File: src/rtl/sb_pkg.sv
// sb_pkg: shared types and helpers for the scoreboard hazard unit.
//   lat_class_e : latency class of the instruction in decode
//   lat_of()    : maps a latency class to the age at which its result is forwardable
//   FWD_RF      : forward-select encoding for "read the register file"
package sb_pkg;

    typedef enum logic [1:0] {
        LC_ALU  = 2'd0,
        LC_LOAD = 2'd1,
        LC_MUL  = 2'd2,
        LC_RSVD = 2'd3
    } lat_class_e;

    localparam int FWD_RF = 0;

    // LC_RSVD falls back to single-cycle ALU timing.
    function automatic int lat_of(lat_class_e lc, int load_lat, int mul_lat);
        case (lc)
            LC_LOAD: return load_lat;
            LC_MUL:  return mul_lat;
            default: return 1;
        endcase
    endfunction

endpackage

File: src/rtl/scoreboard_hazard_unit_if.sv
// scoreboard_hazard_unit_if: decode-side bus of the scoreboard hazard unit.
//   master : decode stage (drives issue info, hold/flush; reads stall and selects)
//   slave  : hazard unit
// Optional macro SB_KILL_E_EN adds kill_e.
interface scoreboard_hazard_unit_if
    import sb_pkg::*;
#(
    parameter int NREGS   = 32,
    parameter int NSTAGES = 3,
    parameter int AW      = $clog2(NREGS),
    parameter int SW      = $clog2(NSTAGES + 1)
);
    logic              issue_valid;
    logic [AW-1:0]     rs1;
    logic [AW-1:0]     rs2;
    logic              rs1_use;
    logic              rs2_use;
    logic [AW-1:0]     rd;
    logic              rd_we;
    lat_class_e        lat_class;
    logic              hold;
    logic              flush_d;
`ifdef SB_KILL_E_EN
    logic              kill_e;
`endif
    logic              stall_d;
    logic [SW-1:0]     fwd_a_sel;
    logic [SW-1:0]     fwd_b_sel;
    logic [NREGS-1:0]  busy_vec;

    modport master (
        output issue_valid, rs1, rs2, rs1_use, rs2_use, rd, rd_we, lat_class,
               hold, flush_d,
`ifdef SB_KILL_E_EN
               kill_e,
`endif
        input  stall_d, fwd_a_sel, fwd_b_sel, busy_vec
    );

    modport slave (
        input  issue_valid, rs1, rs2, rs1_use, rs2_use, rd, rd_we, lat_class,
               hold, flush_d,
`ifdef SB_KILL_E_EN
               kill_e,
`endif
        output stall_d, fwd_a_sel, fwd_b_sel, busy_vec
    );

endinterface

File: src/rtl/sb_entry.sv
// sb_entry: pending-write state for one architectural register.
//   clk, reset : clock, async active-high reset
//   hold       : freeze all state this edge
//   install    : new producer issued to this register (already gated by ~hold)
//   lat_in     : forwardable age of the new producer
//   kill       : (SB_KILL_E_EN only) drop an entry whose producer sits in E
//   busy/age/lat : current state
module sb_entry #(
    parameter int NSTAGES = 3,
    parameter int SW      = 2
) (
    input  logic          clk,
    input  logic          reset,
    input  logic          hold,
    input  logic          install,
    input  logic [SW-1:0] lat_in,
`ifdef SB_KILL_E_EN
    input  logic          kill,
`endif
    output logic          busy,
    output logic [SW-1:0] age,
    output logic [SW-1:0] lat
);
    logic          busy_q, busy_d;
    logic [SW-1:0] age_q, age_d;
    logic [SW-1:0] lat_q, lat_d;

    always_comb begin
        busy_d = busy_q;
        age_d  = age_q;
        lat_d  = lat_q;
        if (!hold) begin
            if (busy_q) begin
                // Age saturates at NSTAGES: that edge is the writeback, so retire.
                if (age_q == SW'(NSTAGES)) begin
                    busy_d = 1'b0;
                    age_d  = '0;
                    lat_d  = '0;
                end else begin
                    age_d = age_q + SW'(1);
                end
`ifdef SB_KILL_E_EN
                if (kill && age_q == SW'(1)) begin
                    busy_d = 1'b0;
                    age_d  = '0;
                    lat_d  = '0;
                end
`endif
            end
            // Newest producer owns the entry (WAW), overriding age/retire/kill.
            if (install) begin
                busy_d = 1'b1;
                age_d  = SW'(1);
                lat_d  = lat_in;
            end
        end
    end

    always_ff @(posedge clk or posedge reset) begin
        if (reset) begin
            busy_q <= 1'b0;
            age_q  <= '0;
            lat_q  <= '0;
        end else begin
            busy_q <= busy_d;
            age_q  <= age_d;
            lat_q  <= lat_d;
        end
    end

    assign busy = busy_q;
    assign age  = age_q;
    assign lat  = lat_q;

endmodule

File: src/rtl/scoreboard_hazard_unit.sv
// scoreboard_hazard_unit: per-register scoreboard producing the decode stall and
// operand forward selects for an NSTAGES-deep result pipeline.
//   clk, reset : clock, async active-high reset
//   sb         : slave side of scoreboard_hazard_unit_if (issue info in; stall_d,
//                fwd_a_sel/fwd_b_sel (0=regfile, k=stage k output), busy_vec out)
// Optional macro SB_KILL_E_EN: kill_e drops entries whose producer is in E.
module scoreboard_hazard_unit
    import sb_pkg::*;
#(
    parameter int NREGS    = 32,
    parameter int NSTAGES  = 3,
    parameter int LOAD_LAT = 2,
    parameter int MUL_LAT  = 3,
    parameter int AW       = $clog2(NREGS),
    parameter int SW       = $clog2(NSTAGES + 1)
) (
    input  logic                    clk,
    input  logic                    reset,
    scoreboard_hazard_unit_if.slave sb
);
    logic                  busy [NREGS];
    logic [SW-1:0]         age  [NREGS];
    logic [SW-1:0]         lat  [NREGS];
    logic [NREGS-1:0]      install;
    logic [SW-1:0]         lat_in;
    logic                  issue_fire;
    logic                  a_live, a_rdy, a_nrdy;
    logic                  b_live, b_rdy, b_nrdy;

    assign lat_in = SW'(lat_of(sb.lat_class, LOAD_LAT, MUL_LAT));

    // Register 0 is hard-wired zero and never tracked.
    assign busy[0]       = 1'b0;
    assign age[0]        = '0;
    assign lat[0]        = '0;
    assign install[0]    = 1'b0;
    assign sb.busy_vec[0] = 1'b0;

    genvar gi;
    generate
        for (gi = 1; gi < NREGS; gi++) begin : g_ent
            assign install[gi] = issue_fire && sb.rd_we && (sb.rd == AW'(gi));
            sb_entry #(.NSTAGES(NSTAGES), .SW(SW)) u_ent (
                .clk     (clk),
                .reset   (reset),
                .hold    (sb.hold),
                .install (install[gi]),
                .lat_in  (lat_in),
`ifdef SB_KILL_E_EN
                .kill    (sb.kill_e),
`endif
                .busy    (busy[gi]),
                .age     (age[gi]),
                .lat     (lat[gi])
            );
            assign sb.busy_vec[gi] = busy[gi];
        end
    endgenerate

    // Operand lookup: a busy source forwards once its age reaches its latency.
    assign a_live = sb.rs1_use && (sb.rs1 != '0) && busy[sb.rs1];
    assign a_rdy  = age[sb.rs1] >= lat[sb.rs1];
    assign a_nrdy = a_live && !a_rdy;
    assign b_live = sb.rs2_use && (sb.rs2 != '0) && busy[sb.rs2];
    assign b_rdy  = age[sb.rs2] >= lat[sb.rs2];
    assign b_nrdy = b_live && !b_rdy;

    assign sb.fwd_a_sel = (a_live && a_rdy) ? age[sb.rs1] : SW'(FWD_RF);
    assign sb.fwd_b_sel = (b_live && b_rdy) ? age[sb.rs2] : SW'(FWD_RF);

    // A redirect kills the D instruction, so it never needs to stall.
    assign sb.stall_d  = sb.issue_valid && !sb.flush_d && (a_nrdy || b_nrdy);
    assign issue_fire  = sb.issue_valid && !sb.stall_d && !sb.flush_d && !sb.hold;

endmodule

File: src/flat_wrapper.sv
// flat-port wrapper written by rule: the top's interface ports become plain ports
module scoreboard_hazard_unit_flat import sb_pkg::*;
#(
    parameter int NREGS    = 32,
    parameter int NSTAGES  = 3,
    parameter int LOAD_LAT = 2,
    parameter int MUL_LAT  = 3,
    parameter int AW       = $clog2(NREGS),
    parameter int SW       = $clog2(NSTAGES + 1)
)
  (clk, reset, sb_issue_valid, sb_rs1, sb_rs2, sb_rs1_use, sb_rs2_use, sb_rd, sb_rd_we, sb_lat_class, sb_hold, sb_flush_d, sb_stall_d, sb_fwd_a_sel, sb_fwd_b_sel, sb_busy_vec);
  scoreboard_hazard_unit_if #(.NREGS(NREGS), .NSTAGES(NSTAGES), .AW(AW), .SW(SW)) sb_i ();
  input  logic clk;
  input  logic reset;
  input wire logic [$bits(sb_i.issue_valid)-1:0] sb_issue_valid;
  input wire logic [$bits(sb_i.rs1)-1:0] sb_rs1;
  input wire logic [$bits(sb_i.rs2)-1:0] sb_rs2;
  input wire logic [$bits(sb_i.rs1_use)-1:0] sb_rs1_use;
  input wire logic [$bits(sb_i.rs2_use)-1:0] sb_rs2_use;
  input wire logic [$bits(sb_i.rd)-1:0] sb_rd;
  input wire logic [$bits(sb_i.rd_we)-1:0] sb_rd_we;
  input wire logic [$bits(sb_i.lat_class)-1:0] sb_lat_class;
  input wire logic [$bits(sb_i.hold)-1:0] sb_hold;
  input wire logic [$bits(sb_i.flush_d)-1:0] sb_flush_d;
  output wire logic [$bits(sb_i.stall_d)-1:0] sb_stall_d;
  output wire logic [$bits(sb_i.fwd_a_sel)-1:0] sb_fwd_a_sel;
  output wire logic [$bits(sb_i.fwd_b_sel)-1:0] sb_fwd_b_sel;
  output wire logic [$bits(sb_i.busy_vec)-1:0] sb_busy_vec;
  assign sb_i.issue_valid = sb_issue_valid;
  assign sb_i.rs1 = sb_rs1;
  assign sb_i.rs2 = sb_rs2;
  assign sb_i.rs1_use = sb_rs1_use;
  assign sb_i.rs2_use = sb_rs2_use;
  assign sb_i.rd = sb_rd;
  assign sb_i.rd_we = sb_rd_we;
  assign sb_i.lat_class = sb_lat_class;
  assign sb_i.hold = sb_hold;
  assign sb_i.flush_d = sb_flush_d;
  assign sb_stall_d = sb_i.stall_d;
  assign sb_fwd_a_sel = sb_i.fwd_a_sel;
  assign sb_fwd_b_sel = sb_i.fwd_b_sel;
  assign sb_busy_vec = sb_i.busy_vec;
  scoreboard_hazard_unit #(.NREGS(NREGS), .NSTAGES(NSTAGES), .LOAD_LAT(LOAD_LAT), .MUL_LAT(MUL_LAT), .AW(AW), .SW(SW)) u_core (.clk(clk), .reset(reset), .sb(sb_i));
endmodule
File: config.mk
export PLATFORM = sky130hd
export DESIGN_NAME = scoreboard_hazard_unit_flat
export DESIGN_NICKNAME = d
export VERILOG_FILES = /design/src/rtl/sb_pkg.sv /design/src/rtl/scoreboard_hazard_unit_if.sv /design/src/rtl/sb_entry.sv /design/src/rtl/scoreboard_hazard_unit.sv /design/src/flat_wrapper.sv
export SDC_FILE = /design/constraint.sdc
export NUM_CORES = 1
export LEC_CHECK = 0
export ABC_AREA = 1
export BUFFER_PORTS_ARGS = -buffer_cell sky130_fd_sc_hd__buf_2
export CORE_AREA = 3 3 158 160
export DETAILED_ROUTE_END_ITERATION = 7
export DIE_AREA = 0 0 161 163
export GPL_TIMING_DRIVEN = 0
export PLACE_DENSITY = 0.72
export SYNTH_ARGS = -nofsm -noshare
export SYNTH_HDL_FRONTEND = slang
export SYNTH_SLANG_ARGS = --single-unit
File: constraint.sdc
create_clock -name clk -period 10.2 [get_ports clk]
set_clock_uncertainty 0.1 [all_clocks]
set_input_delay 2.04 -clock clk [delete_from_list [all_inputs] [get_ports clk]]
set_output_delay 2.04 -clock clk [all_outputs]
set_load 0.005 [all_outputs]
== After elaboration in Yosys (flattened, before gate mapping) ==
Cells that the tools add are included.
Cells by class
  reduce and logical (&&, ||, !) cells: 177
  equality and inequality tests: 64
  bitwise operators: 3
  order comparisons: 4
  $add $sub $neg: 31
  multiplexer cells: 300
Operators by type and width (number)
  two-way mux 2 bit: 196
  nonzero test 2 bit: 62
  two-way mux 1 bit: 97
  AND reduction 3 bit: 31
  equality test 5 bit (second input constant): 16
  equality test 2 bit (second input constant): 32
  adder 2 x 1 -> 2 bit (second input constant): 31
  AND reduction 2 bit: 31
  logical AND 1 bit: 45
  binary-select mux 2 bit (select 5 bit): 4
  equality test 5 x 4 -> 1 bit (second input constant): 8
  equality test 5 x 3 -> 1 bit (second input constant): 4
  greater-or-equal comparator 6 bit (second input constant): 2
  inverter 5 -> 6 bit: 2
  binary-select mux 1 bit (select 5 bit): 2
  equality test 5 x 2 -> 1 bit (second input constant): 2
  nonzero test 5 bit: 2
  equality test 5 x 1 -> 1 bit (second input constant): 1
  zero test 1 bit: 5
  greater-or-equal comparator 2 bit: 2
  one-hot mux 2 bit (2 select lines): 1
  equality test 2 x 1 -> 1 bit (second input constant): 1
  logical OR 1 bit: 1
  inverter 1 bit: 1
Storage, ports and cells
  logic and storage cells: 672
  flip-flop bits (word level): 155
  output and inout bits: 37
  bits of input ports: 25

== Depth between registers and ports, before layout ==
  depth after elaboration: 17
  depth in mapped cells: 23
  gate-level depth less buffers: 19

== Cells and area by module ==
A second synthesis with hierarchy kept.
Unflattened totals
  cells, all modules: 1802
  area, all modules: 11669.9 um^2
Modules (own cells, without submodules)
  sb_entry (u_core.g_ent[10].u_ent ...): instances 21, cells an instance 34, area each 260.2 um^2, sequential area each 125.1 um^2
  scoreboard_hazard_unit: instances 1, cells an instance 738, area each 3652.3 um^2, sequential area each 0.0 um^2
  sb_entry (u_core.g_ent[2].u_ent ...): instances 10, cells an instance 35, area each 255.2 um^2, sequential area each 125.1 um^2

== Least setup slack after synthesis ==
No wires, ideal clock.
  path kind: in2out
  from: input port sb_rs2[0]
  to: output port sb_stall_d
  arrival time: 4.399 ns
  stages on the path: 16
  setup slack: 3.661 ns
  data required time: 8.060 ns
  path buffers: 4
  cells stage by stage: buf_4 > inv_2 > buf_2 > buf_2 > clkbuf_1 > nor4_1 > a221oi_1 > nor2_1 > o31ai_1 > ha_1 > inv_1 > nor2_1 > a211oi_1 > nand3_1 > nand2_2 > nor3b_1
Between the ends
  longest elaborated chain between the ends: 9
  elaborated cells on any way between the ends: 18
  those cells by class: order compare: 1; mux: 9; bitwise: 1; reduce/logical: 7
Ends and longest elaborated chain
  start, declared: line flat_wrapper.sv:17  | input wire logic [$bits(sb_i.rs2)-1:0] sb_rs2;
  inverter 5 -> 6 bit (implied by the code): line scoreboard_hazard_unit.sv:64, scoreboard_hazard_unit.sv:65
  binary-select mux 2 bit (select 5 bit): line scoreboard_hazard_unit.sv:65  | assign b_rdy = age[sb.rs2] >= lat[sb.rs2];
  two-way mux 2 bit (implied by the code) (2 in series): line scoreboard_hazard_unit.sv:65
  greater-or-equal comparator 2 bit: line scoreboard_hazard_unit.sv:65
  zero test 1 bit: line scoreboard_hazard_unit.sv:66  | assign b_nrdy = b_live && !b_rdy;
  logical AND 1 bit (*): line scoreboard_hazard_unit.sv:66
  logical OR 1 bit (*): line scoreboard_hazard_unit.sv:72  | assign sb.stall_d = sb.issue_valid && !sb.flush_d && (a_nrdy || b_nrdy);
  logical AND 1 bit (*): line scoreboard_hazard_unit.sv:72
  end, declared: line flat_wrapper.sv:25  | output wire logic [$bits(sb_i.stall_d)-1:0] sb_stall_d;
Mark *: on every way between the ends. The rest lies on a longest branch, timed or not. The select of a mux whose other input is x is not followed.

== Worst setup path after layout ==
  from: input port sb_rs1[0]
  to: output port sb_stall_d
Between the ends
  longest elaborated chain between the ends: 9
  elaborated cells on any way between the ends: 18
  those cells by class: order compare: 1; mux: 9; bitwise: 1; reduce/logical: 7
Ends and longest elaborated chain
  start, declared: line flat_wrapper.sv:16  | input wire logic [$bits(sb_i.rs1)-1:0] sb_rs1;
  inverter 5 -> 6 bit (implied by the code): line scoreboard_hazard_unit.sv:61, scoreboard_hazard_unit.sv:62
  binary-select mux 2 bit (select 5 bit): line scoreboard_hazard_unit.sv:62  | assign a_rdy = age[sb.rs1] >= lat[sb.rs1];
  two-way mux 2 bit (implied by the code) (2 in series): line scoreboard_hazard_unit.sv:62
  greater-or-equal comparator 2 bit: line scoreboard_hazard_unit.sv:62
  zero test 1 bit: line scoreboard_hazard_unit.sv:63  | assign a_nrdy = a_live && !a_rdy;
  logical AND 1 bit (*): line scoreboard_hazard_unit.sv:63
  logical OR 1 bit (*): line scoreboard_hazard_unit.sv:72
  logical AND 1 bit (*): line scoreboard_hazard_unit.sv:72
Marked as above.

==> results.md <==
* Clk Latency, worst-skew pair at 0.46 ns
* Synth Warn # at 0
* Die Y at 163 um
* I/O pin cnt at 62
* Simple-gate share of the synthesized area at 28.3%
* RSZ-0062 raised after global routing: false
* WL final at 52800 um
* Antenna-violating nets left at 0
* Synth Net Count at between 1.5k and 2k
* Initial antenna violation count at 1
* PnR worst setup slack at approximately 1.2 ns
* First-pass GRT wire length at 76200 um
* WP data arrival at 6.84 ns
* Area Overhead vs Synth at 12.1%
* Post_cts resized at 0
* CP max stage delay at 0.80 ns
* Worst-path cell chain: buf_2, inv_2, buf_2, clkbuf_1, buf_1, nor2_1, o21ai_0, a21oi_1, a32oi_1, ha_1, nor2_1, inv_1, a21oi_1, nand4_1, nand2_2, nor3b_1, buf_2
* Fillers at between 2k and 2.5k
* Number of setup violations in the final report at 0
* CTS root buf: clkbuf_16
* Slew @ Worst Pin at 1.29 ns
* Period utilization at around nine tenths
* Status: finished clean
* Crit-path slowest cell: o21ai_0
* Synth unique cells at 40
* TritonCTS clock tree: done
* Gpl congestion at 1.07
* Top cell by count, worst path: buf_2
* Sequential area share after synthesis at a little over a third
* Die span in x at 161 um
* Post-Synth XOR/XNOR Area at 0%
* Top cell type's share of synthesized area at roughly 36%
* Initial Utilization at 45.2%
* # H-tree levels at 4
* Register Area at roughly 3900 um2
* Largest family of logic cells by synthesized area: simple AND/OR/NAND/NOR gates
* Endpoint type of the worst setup path: primary output
* MaxCap Viol Count at 0
* Dpl cell area at 11300 um2
* Total negative slack at 0 ns
* Final Hold Viols at 0
* Post-DR wirelength/cell at 27.6 um
* Postcts setup bufs at 0
* Total gr overflow at 0
* Vias/cell at 6.27
* Fin crit period at around 9.0 ns
* TritonCTS buffer count at 17
* Post-synthesis cell count at about 1.5k
* Final core occ at 50.7%
* Cell area after synthesis at roughly 11000 um2
* Total track usage at 40.1%
* Largest net degree at the start of global routing at between 80 and 90
* DP Wirelength at 39300 um
* Number of global-route vias before repair at approximately 11k
* Clk sinks at 155
* Hold Crit Class: reg -> reg
* ANT cells at 0
* FF+latch count, synth at 155
* Area taken by multi-input logic gates at 5560 um2
* Most common flop cell mapped by yosys: dfrtp_1
* CP max FO at 10
* Fmax at between 100 and 150 MHz
* Pwr Total at around 2.3 mW
* Clock Pin Slew Worst Setup and Hold Paths at 0.07 ns
* Async set-reset flop share out of synthesis at 100%
* Synth Area per Inst at 7.08 um2
* Layout net count at 1640
* Pre-CTS WS at 1.56 ns
* Routed vias at around 12k
* CORE AREA at 23500 um2
* PortBufs at 56
* Drt drc at 0
* Area leader, netlist: dfrtp_1
* Slew Viols, Final at 0
* Post-synth EDFFs at 0
* Clock buffer depth at 2
* Kind of critical path: in -> out
* Dominant cells by area after synthesis: dfrtp_1 36%, nand2_1 11%, nand3_1 8.5%
* Pleak at 5.71 nW
* Critical Path RT at 8.06 ns
* Synth Area in Adders at 4.24%
* CP Launch Type: input pin
* VDD IR max at ~0.12 mV
* CTS Hold Buffers Added at 0
* Rel. slew slack at 13.8%
* Share of cells above drive strength 1 at a little under an eighth
* Power density over cell area at 196 nW/um2
* Total die area at 26200 um2
* Compound-Gate Fraction of Synth Area at between 10% and 20%
* Row count at 56
* Mux contribution to synthesized area at 0%
* Fin area at around 12000 um2
* DRT iter0 DRCs at between 2k and 2.5k
* 1st-pass router iterations at 7
[worst max-delay path, delay by kind of cell]
family,cells,cell delay (ns)
AO/OA/AOI/OAI,4,1.41
buffers and inverters,7,2.07
AND/OR/NAND/NOR,5,1.04
adder cells (fa/ha/maj),1,0.26
[report_power, final]
group | total [mW] | switching [mW] | leakage [nW] | internal [mW]
combinational | 0.724 | 0.473 | 3.38 | 0.251
clock | 0.663 | 0.335 | 0.278 | 0.328
sequential | 0.947 | 0.188 | 2.05 | 0.760
total | 2.33 | 0.995 | 5.71 | 1.34
[final timing paths]
path                                                     from                            end  slack, ns  depth (start not counted)
worst max register to register  u_core.g_ent[14].u_ent.age[0]  u_core.g_ent[27].u_ent.lat[1]       5.93                         17
min in group asynchronous                               reset  u_core.g_ent[21].u_ent.age[0]       1.53                          2
worst min-delay path            u_core.g_ent[10].u_ent.lat[0]  u_core.g_ent[10].u_ent.lat[0]       0.41                          2
max in group asynchronous                               reset  u_core.g_ent[19].u_ent.lat[1]       7.65                          3
worst min register to register  u_core.g_ent[10].u_ent.lat[0]  u_core.g_ent[10].u_ent.lat[0]       0.41                          2
worst max-delay path                                sb_rs1[0]                     sb_stall_d       1.22                         17
[logic make-up (layout without fill, tap and decap cells)]
logic type                 after synthesis  in the layout
AOI/OAI and AO/OA                      366            366
adders and majority gates               36             36
buffers and inverters                  271            360
DFF                                    155            155
other                                    1              1
and+or+nand+nor                        674            674
[sequential cells by signal, indices dropped and copies added (netlist names)]
| name | count |
|---|---|
| u_core.g_ent.u_ent.age | 62 |
| u_core.g_ent.u_ent.busy | 31 |
| u_core.g_ent.u_ent.lat | 62 |
[metrics by stage]
stage,instances,hold WS (ns)
3_3_place_gp,1878,0.383
4_1_cts,1911,0.409
3_5_place_dp,1879,0.391
2_1_floorplan,1503,0.368
5_1_grt,1911,0.439
6_report,1911,0.406
[area by class of cell]
type,instances,area share (%)
Multi-Input combinational cell,1077,46.6
Sequential cell,155,32.5
Inverter,165,5.26
Buffer,106,4.88
Clock buffer,18,3.60
Tap cell,319,3.35
Timing Repair Buffer,57,2.58
Clock inverter,14,1.24
[Yosys cell counts (2+ instances only)]
cell type,n
o21ai_1,12
o21ai_0,177
a22oi_1,7
a21oi_1,80
nand2_4,6
o22ai_1,13
nor2_1,119
nand3b_1,5
nor3_2,20
nand3_2,5
inv_2,4
o221ai_1,6
clkbuf_1,47
dfrtp_1,155
o211ai_1,48
nor2_4,2
o2111ai_1,8
inv_1,160
nand2_1,325
a221oi_1,7
buf_1,4
buf_6,2
nand4_1,2
a211oi_1,3
nand3_1,180
buf_4,37
buf_2,15
ha_1,36
nor3_1,6
o31ai_1,2
[placed cells by master (no fill, tap or decap), types with 6 or more instances in the layout]
cell / n
ha_1: 36
dfrtp_1: 155
nand2_1: 325
nor2_1: 119
o22ai_1: 13
o21ai_0: 177
buf_2: 71
inv_1: 159
nand2_4: 6
buf_4: 37
a221oi_1: 7
clkbuf_16: 17
o21ai_1: 12
o211ai_1: 48
clkbuf_1: 48
nand3_1: 180
nor3_1: 6
o221ai_1: 6
nor3_2: 20
o2111ai_1: 8
a22oi_1: 7
a21oi_1: 80
inv_8: 6
[metal layers]
metal	GRT usage [%]	vias up	routed length (um)
li1	-	5191	-
met1	54.3	5606	20600
met2	57.2	950	21200
met3	10.5	238	6860
met4	24.9	2	4100
met5	0	-	47
(Power assumes the default switching activity.)
